**config.mk**
```make
export PLATFORM = sky130hd
export DESIGN_NAME = branch_predictor
export DESIGN_NICKNAME = d
export VERILOG_FILES = /design/src/rtl/bp_pkg.sv /design/src/rtl/bp_btb.sv /design/src/rtl/branch_predictor.sv
export SDC_FILE = /design/constraint.sdc
export NUM_CORES = 2
export LEC_CHECK = 0
export ABC_AREA = 1
export BUFFER_PORTS_ARGS = -buffer_cell sky130_fd_sc_hd__buf_4
export CORE_MARGIN = 2
export CORE_UTILIZATION = 55
export CTS_CLUSTER_SIZE = 30
export DETAILED_ROUTE_END_ITERATION = 6
export HOLD_SLACK_MARGIN = 0.02
export PLACE_DENSITY = 0.7
export SLEW_MARGIN = 10
export SYNTH_ARGS = -nofsm -noshare
export SYNTH_HDL_FRONTEND = slang
export SYNTH_SLANG_ARGS = --single-unit
```
**constraint.sdc**
```tcl
create_clock -name clk -period 79 [get_ports clk]
set_input_delay 7.9 -clock clk [delete_from_list [all_inputs] [get_ports clk]]
set_output_delay 7.9 -clock clk [all_outputs]
set_load 0.05 [all_outputs]
```
**src/rtl/bp_pkg.sv**
```systemverilog
// Shared types and defaults for the next-PC branch predictor.
// Holds counter encodings, BTB entry layout and saturating-update helpers.
package bp_pkg;

    localparam int BP_IDX_BITS  = 5;
    localparam int BP_HIST_BITS = 5;

    typedef enum logic [1:0] {
        SNT = 2'b00,
        WNT = 2'b01,
        WT  = 2'b10,
        ST  = 2'b11
    } bht_ctr_e;

    // tag holds pc >> (IDX_BITS+2), zero-extended so the layout is index-width independent
    typedef struct packed {
        logic        valid;
        logic [31:0] tag;
        logic [31:0] target;
        logic        uncond;
    } btb_entry_t;

    function automatic logic [1:0] ctr_next(input logic [1:0] ctr, input logic taken);
        logic [1:0] nxt;
        nxt = ctr;
        if (taken && ctr != ST)
            nxt = ctr + 2'd1;
        else if (!taken && ctr != SNT)
            nxt = ctr - 2'd1;
        return nxt;
    endfunction

    function automatic logic [31:0] sat_inc32(input logic [31:0] val);
        return (val == 32'hFFFF_FFFF) ? val : val + 32'd1;
    endfunction

endpackage

```
**src/rtl/bp_btb.sv**
```systemverilog
// Direct-mapped branch target buffer: one combinational read port, one
// synchronous write / tag-qualified invalidate port.
module bp_btb
    import bp_pkg::*;
#(
    parameter int IDX_BITS = BP_IDX_BITS
) (
    input  logic                i_clk,
    input  logic                i_rst,
    input  logic [IDX_BITS-1:0] i_rd_idx,
    output btb_entry_t          o_rd_entry,
    input  logic                i_wr_en,
    input  logic                i_inv_en,
    input  logic [IDX_BITS-1:0] i_wr_idx,
    input  logic [31:0]         i_wr_tag,
    input  logic [31:0]         i_wr_target,
    input  logic                i_wr_uncond
);

    localparam int DEPTH = 1 << IDX_BITS;

    btb_entry_t r_mem [DEPTH];

    assign o_rd_entry = r_mem[i_rd_idx];

    always_ff @(posedge i_clk or posedge i_rst) begin
        if (i_rst) begin
            for (int i = 0; i < DEPTH; i++)
                r_mem[i] <= '0;
        end else if (i_wr_en) begin
            r_mem[i_wr_idx] <= '{valid: 1'b1, tag: i_wr_tag, target: i_wr_target, uncond: i_wr_uncond};
        end else if (i_inv_en && r_mem[i_wr_idx].valid && (r_mem[i_wr_idx].tag == i_wr_tag)) begin
            // only drop the entry if it really belongs to this non-control PC
            r_mem[i_wr_idx].valid <= 1'b0;
        end
    end

endmodule

```
**src/rtl/branch_predictor.sv**
```systemverilog
// IF-stage next-PC predictor (BTB + 2-bit BHT) with EX-stage mispredict detection.
// Define BP_GSHARE_EN for gshare BHT indexing; the default build is bimodal.
module branch_predictor
    import bp_pkg::*;
#(
    parameter int IDX_BITS  = BP_IDX_BITS,
    parameter int HIST_BITS = BP_HIST_BITS
) (
    input  logic        clk,
    input  logic        reset,
    input  logic [31:0] IF_current_pc,
    output logic [31:0] predicted_pc,
    output logic        IF_pred_taken,
    input  logic        ID_EX_valid,
    input  logic        ID_EX_is_jal,
    input  logic        ID_EX_is_jalr,
    input  logic        ID_EX_branch,
    input  logic [31:0] ID_EX_current_pc,
    input  logic [31:0] ID_EX_pred_pc,
    input  logic        is_jump,
    input  logic [31:0] taken_pc,
    output logic        mispredict,
    output logic [31:0] correct_pc,
    output logic [31:0] branch_count,
    output logic [31:0] mispredict_count
);

    localparam int DEPTH = 1 << IDX_BITS;

    if (HIST_BITS > IDX_BITS || HIST_BITS < 2) begin : g_hist_check
        $error("branch_predictor: HIST_BITS must be in 2..IDX_BITS");
    end

    logic [IDX_BITS-1:0] w_if_idx, w_ex_idx, w_if_bht_idx, w_ex_bht_idx;
    logic [31:0]         w_if_tag, w_ex_tag, w_actual_pc;
    logic                w_ctrl, w_hit;
    btb_entry_t          w_if_entry;
    logic [1:0]          r_bht [DEPTH];
    logic [31:0]         r_branch_count, r_mispredict_count;

    assign w_if_idx = IF_current_pc[IDX_BITS+1:2];
    assign w_ex_idx = ID_EX_current_pc[IDX_BITS+1:2];
    assign w_if_tag = IF_current_pc >> (IDX_BITS + 2);
    assign w_ex_tag = ID_EX_current_pc >> (IDX_BITS + 2);

`ifdef BP_GSHARE_EN
    logic [HIST_BITS-1:0] r_ghr;

    assign w_if_bht_idx = w_if_idx ^ IDX_BITS'(r_ghr);
    assign w_ex_bht_idx = w_ex_idx ^ IDX_BITS'(r_ghr);

    // non-speculative history: only resolved branches shift in
    always_ff @(posedge clk or posedge reset) begin
        if (reset)
            r_ghr <= '0;
        else if (ID_EX_valid && ID_EX_branch)
            r_ghr <= {r_ghr[HIST_BITS-2:0], is_jump};
    end
`else
    assign w_if_bht_idx = w_if_idx;
    assign w_ex_bht_idx = w_ex_idx;
`endif

    bp_btb #(.IDX_BITS(IDX_BITS)) u_btb (
        .i_clk       (clk),
        .i_rst       (reset),
        .i_rd_idx    (w_if_idx),
        .o_rd_entry  (w_if_entry),
        .i_wr_en     (ID_EX_valid && w_ctrl && is_jump),
        .i_inv_en    (ID_EX_valid && !w_ctrl),
        .i_wr_idx    (w_ex_idx),
        .i_wr_tag    (w_ex_tag),
        .i_wr_target (taken_pc),
        .i_wr_uncond (ID_EX_is_jal || ID_EX_is_jalr)
    );

    assign w_hit         = w_if_entry.valid && (w_if_entry.tag == w_if_tag);
    assign IF_pred_taken = w_hit && (w_if_entry.uncond || r_bht[w_if_bht_idx][1]);
    assign predicted_pc  = IF_pred_taken ? w_if_entry.target : IF_current_pc + 32'd4;

    assign w_ctrl      = ID_EX_is_jal || ID_EX_is_jalr || ID_EX_branch;
    assign w_actual_pc = is_jump ? taken_pc : ID_EX_current_pc + 32'd4;
    assign mispredict  = ID_EX_valid && (w_actual_pc != ID_EX_pred_pc);
    assign correct_pc  = ID_EX_valid ? w_actual_pc : 32'd0;

    always_ff @(posedge clk or posedge reset) begin
        if (reset) begin
            for (int i = 0; i < DEPTH; i++)
                r_bht[i] <= WNT;
        end else if (ID_EX_valid && ID_EX_branch) begin
            r_bht[w_ex_bht_idx] <= ctr_next(r_bht[w_ex_bht_idx], is_jump);
        end
    end

    always_ff @(posedge clk or posedge reset) begin
        if (reset) begin
            r_branch_count     <= '0;
            r_mispredict_count <= '0;
        end else if (ID_EX_valid) begin
            if (w_ctrl)
                r_branch_count <= sat_inc32(r_branch_count);
            if (mispredict)
                r_mispredict_count <= sat_inc32(r_mispredict_count);
        end
    end

    assign branch_count     = r_branch_count;
    assign mispredict_count = r_mispredict_count;

endmodule
```
=== Word-level counts from Yosys, hierarchy flattened ===
Index checks and enable logic that the tools add are counted.

* Multipliers: 0
* Reduce and logical (&&, ||, !) cells: 21
* Add/subtract/negate cells: 6
* Muxes and demuxes: 29
* Bitwise gates (word level): 4
* $lt $le $gt $ge: 3
* Divide/modulo/power cells: 0
* Equality and inequality tests: 6
* Shifts and indexed selects: 0

{| class="wikitable"
|+ Operators with widths
! kind !! count
|-
| 2112-bit bitwise mux || 2
|-
| 2112-bit two-way mux || 2
|-
| 66-bit binary-select mux with 5-bit select || 2
|-
| 66-bit demux with 5-bit select || 2
|-
| 66-bit two-way mux || 6
|-
| 32-bit two-way mux || 3
|-
| 32-bit by 1-bit adder with 32-bit output, second input constant || 2
|-
| 32-bit by 3-bit adder with 32-bit output, second input constant || 2
|-
| 64-bit bitwise mux || 1
|-
| 32-bit by 25-bit == test with 1-bit output || 2
|-
| 32-bit == test, second input constant || 2
|-
| 32-bit != test || 1
|-
| 2-bit binary-select mux with 5-bit select || 2
|-
| 2-bit two-way mux || 8
|-
| 6-bit greater-or-equal comparator, second input constant || 2
|-
| 1-bit logical AND || 12
|-
| 5-bit inverter with 6-bit output || 2
|-
| 2-bit demux with 5-bit select || 1
|-
| 6-bit by 1-bit less-than comparator with 1-bit output, second input constant || 1
|-
| 3-bit AND reduction || 2
|-
| 2-bit nonzero test || 2
|-
| 1-bit logical OR || 3
|-
| 2-bit by 1-bit adder with 2-bit output, second input constant || 1
|-
| 1-bit logical NOT || 2
|-
| other kinds (3) || 4
|}

* Bits in latches: 0
* RAM bits: 0
* Memory bits (read-only): 0
* Logic and storage cells: 231
* Register bits after elaboration: 2240
* Output and inout port bits: 130
* Memories kept: 0
* Bits of input ports: 135

=== Longest topological paths before layout ===
* Depth after elaboration: 10
* Gate-level depth with buffers: 23
* Mapped depth without buffers: 19

=== Modules after synthesis ===
A second synthesis with hierarchy kept.

* Cells, all modules: 15495
* Area, all modules: 114887.7 um^2

{| class="wikitable"
|+ By module, submodules not included
! module !! cells an instance !! sequential area each (um^2) !! instances !! area each (um^2)
|-
| bp_btb || 13848 || 52850.7 || 1 || 104266.2
|-
| branch_predictor || 1647 || 3243.1 || 1 || 10621.4
|}

=== Worst setup path before layout ===
OpenSTA, ideal clock, no wires.

* Path kind: input-to-output
* Start: in IF_current_pc[2]
* End: out predicted_pc[17]
* Slack: 60.511 ns
* Cell stages on the path: 15
* Data required time: 71.100 ns
* Arrival time: 10.589 ns
* Path buffers: 8
* Cell sequence: buf_6 > inv_2 > buf_6 > buf_6 > buf_4 > buf_4 > buf_2 > buf_2 > buf_2 > nor2_1 > o22ai_1 > nand2_1 > nand2_1 > o22ai_1 > o21ai_0

* Word-level cells in the longest chain between the ends: 8
* Elaborated cells between the ends (all ways): 13
* Classes of those cells: add/sub: 1; eq/ne: 1; mux: 7; bitwise: 1; reduce/logical: 3

{| class="wikitable"
|+ Ends and longest elaborated chain
! what !! line !! RTL
|-
| from (decl) || branch_predictor.sv:11 || <nowiki>input logic [31:0] IF_current_pc,</nowiki>
|-
| 5-bit inverter with 6-bit output (implied by the code) || bp_btb.sv:24, branch_predictor.sv:78 ||
|-
| 66-bit binary-select mux with 5-bit select || bp_btb.sv:24 || <nowiki>assign o_rd_entry = r_mem[i_rd_idx];</nowiki>
|-
| 66-bit two-way mux (implied by the code) (2 in a row) || bp_btb.sv:24 ||
|-
| 32-bit by 25-bit == test with 1-bit output || branch_predictor.sv:77 || <nowiki>assign w_hit = w_if_entry.valid && (w_if_entry.tag == w_if_tag);</nowiki>
|-
| 1-bit logical AND || branch_predictor.sv:77 ||
|-
| 1-bit logical AND || branch_predictor.sv:78 || <nowiki>assign IF_pred_taken = w_hit && (w_if_entry.uncond || r_bht[w_if_bht_idx][1]);</nowiki>
|-
| 32-bit two-way mux (*) || branch_predictor.sv:79 || <nowiki>assign predicted_pc = IF_pred_taken ? w_if_entry.target : IF_current_pc + 32'd4;</nowiki>
|-
| to (decl) || branch_predictor.sv:12 || <nowiki>output logic [31:0] predicted_pc,</nowiki>
|}

Mark *: on every way between the ends. The rest lies on a longest branch, timed or not. The select of a mux whose other input is x is not followed.

=== Final worst setup path ===
* Start: in IF_current_pc[2]
* End: out predicted_pc[30]

Same word-level chain as after synthesis.

==> parameters.txt <==
Parameter                              Value

Run status
  Outcome ... complete, but fails checks
  Failing checks ... DRC

Timing
  Number of hold-slack violations in the final timing report ... 0
  Minimum setup slack in the final design ... 56740 ps
  Maximum achievable frequency ... between 40 and 50 MHz
  Final Max Slew Viols ... 0
  Sum Neg Setup Slack ... 0 ps
  Period Utilization, post-route ... 0.282
  RSZ-0062 raised after global routing ... no
  Actual transition at the worst max-transition pin ... 1320 ps
  Setup violators final ... 0
  Final Critical Period ... approximately 22000 ps
  Headroom to the max-slew limit ... 0.118
  Setup skew after layout ... just over 60 ps

Final layout
  Utilization after layout ... 0.603
  Most common library cell in the layout ignoring fill and taps ... nand2_1
  Fraction of final layout cells with drive strength greater than 1 ... 0.0660
  Top library cells by usage in the layout, fill and taps aside ... nand2_1 (4716), o21ai_0 (2797), dfrtp_1 (1984), nor2_1 (1149), inv_1 (722)
  Layout overhead on the synthesized area ... 9.06%
  Number of nets in the final layout ... roughly 14000

Critical path
  R2r worst-path depth ... 13
  Data required time of the worst path ... between 70000 and 80000 ps
  Critical path peak fanout ... roughly 160
  Critical path endpoint category ... primary output
  Nature of the critical path startpoint ... input pin
  Crit path kind ... input pin to primary output
  Arrival time worst endpoint ... about 14000 ps
  R2R setup slack ... 75740 ps

Die
  Die Y ... about 440 um
  Die extent in x ... 441 um
  Floorplan core area ... approximately 0.19 sq mm
  FP Rows ... 160
  # IOs ... between 200 and 300
  Starting density of the core ... 0.553
  Full die area ... between 0.15 and 0.2 sq mm

CTS
  Setup fix buffers added after clock tree synthesis ... 0
  Clock Pin Slew Worst Setup and Hold Paths ... approximately 60 ps
  Clock insertion delay at the later pin of the skew report ... ~900 ps
  Post-cts sizing count ... 0
  Num CTS Buffers ... 216
  Buffer type at the clock tree root ... clkbuf_16
  Number of hold buffers added after CTS ... 0
  H-tree level count ... 4
  CTS max path bufs ... 3
  Clock sink count ... 2016
  CTS tree ... built

Synth
  Synthesized netlist cell count ... around 14000
  Flops & latches, synth ... just over 2000
  Top flip-flop cell by instance count after synthesis ... dfrtp_1
  Area of the mapped netlist ... between 0.1 and 0.15 sq mm
  Average cell area after synthesis ... ~7.4 sq um
  YS warnings ... 0
  FFs w/ async S/R, synth ... 1.00
  Share of the yosys chip area belonging to registers ... 0.481
  Net Count, Synth ... between 10000 and 15000
  Number of flops mapped to enable cells by yosys ... 0
  Unique masters post-synth ... 50

Global routing
  Wire length of the first global-routing pass ... 614 mm
  Initial antenna violation count ... 10
  Global-route usage over all layers ... 0.421
  Largest net degree at the start of global routing ... between 200 and 250
  Via count of the first global-routing pass ... around 96000
  Total congestion overflow after global routing ... 0

Drt
  Mean routed wirelength per cell ... roughly 25 um
  Number of detailed-route iterations in the first pass ... 7
  Remaining antenna violation count after routing ... 0
  1st-iter DRT viols ... 14900
  Avg Vias per Cell ... around 6.2
  Number of remaining DRC errors ... 12
  DRT Wirelength ... between 400 and 500 mm
  Vias post-DR ... 102000

Place
  Final HPWL DP ... 243 mm
  Count of buffers inserted at the top-level ports ... approximately 260
  Post-Place Worst Slack ... ~57000 ps
  Gpl congestion ... 1.01

Power and ir drop
  Leakage power figure ... about 55 nW
  Peak supply drop ... roughly 20 uV
  Power Total ... roughly 2.8 mW
  Power per cell area ... around 24 mW/mm^2

Hold path
  Hold path depth ... 2
  Type of the tightest min-delay check ... flop to flop

Flow run
  Number of violations of the max-capacitance limit ... 0
-- worst paths after layout --
path	endpoint	from
min in group asynchronous	u_btb.r_mem[2056]	reset
min reg2reg	u_btb.r_mem[461]	u_btb.r_mem[461]
max in group asynchronous	u_btb.r_mem[1607]	reset
max	predicted_pc[30]	IF_current_pc[2]
max reg2reg	r_bht[25]	r_bht[50]
min	u_btb.r_mem[461]	u_btb.r_mem[461]
-- registers in the layout, indices dropped and copies added (netlist names) --
signal,count
u_btb.r_mem,1888
r_bht,64
branch_count,32
mispredict_count,32
-- where the power goes --
part,internal [mW],switching (mW)
combinational,0.137,0.302
clock,0.621,0.454
sequential,1.17,0.0828
total,1.92,0.839
-- synth_stat cells (all sizes together) (2+ instances only) --
cell type	number	area, sq um
nand2	4751	17800
o21ai	2830	14200
dfrtp	1984	49600
nor2	1171	4460
inv	739	2780
clkbuf	735	2760
buf	424	2340
nand3	362	1830
o211ai	339	2570
a21oi	305	1530
o22ai	267	1670
xor2	74	648
nand4	46	288
nor3	43	220
a211oi	33	248
nand3b	33	248
dfstp	32	841
a41oi	26	228
xnor2	21	184
nor4	16	100
ha	9	113
clkinv	5	18.8
a221oi	4	35.0
or2	4	25.0
and2	2	12.5
and3	2	12.5
nor4b	2	17.5
o221ai	2	17.5
-- final cells by class --
cell class	count	area [sq um]
antenna	10	25.0
clock buffer	309	6270
clock inverter	91	1270
fill	17200	75400
inverter	744	2830
multi-input combinational	10300	46900
sequential	2016	50500
tap	2511	3140
timing repair buffer	438	3510
-- per-stage QoR --
stage | hold WS (ps) | cell area, sq um | instances
3_5_place_dp | 458 | 107000 | 16100
3_3_place_gp | 458 | 107000 | 16100
6_report | 475 | 114000 | 16500
5_1_grt | 487 | 114000 | 16500
4_1_cts | 473 | 114000 | 16500
2_1_floorplan | 441 | 105000 | 14300
-- routing by layer --
layer	vias up	global-route usage	wire length, um
met3	1512	0.0906	47700
met4	10	0.312	35900
met1	48900	0.539	154000
li1	45500	-	-
met2	6518	0.630	178000
met5	-	0	67
-- cells by family (layout without fill, tap and decap cells) --
kind of cell	Yosys count	after routing	share of synthesized area
DFF	2016	2016	0.481
adders and majority gates	9	9	0.00107
buffers and inverters	1903	1582	0.0753
AOI/OAI and AO/OA	3810	3810	0.195
xor gates and xnor gates	95	95	0.00793
other	0	10	0
and+or+nand+nor	6434	6434	0.239
-- critical path: stages --
cell     delay (ps)
buf_8           330
buf_4           610
buf_12          530
buf_4           760
buf_4           810
nand2_1         140
nand3_1         130
nand2_1          80
nand2_1          60
nand2_1          70
nor2_1          110
nand2_1          90
nand3_1         100
nand2_1         240
nor2_1          170
nand2_1          60
nor2_1          270
nand2_1         300
nor2_4          680
nor2_1           80
nor2_1          280
buf_4           270
Note: power is estimated with default switching activity, not from simulation.
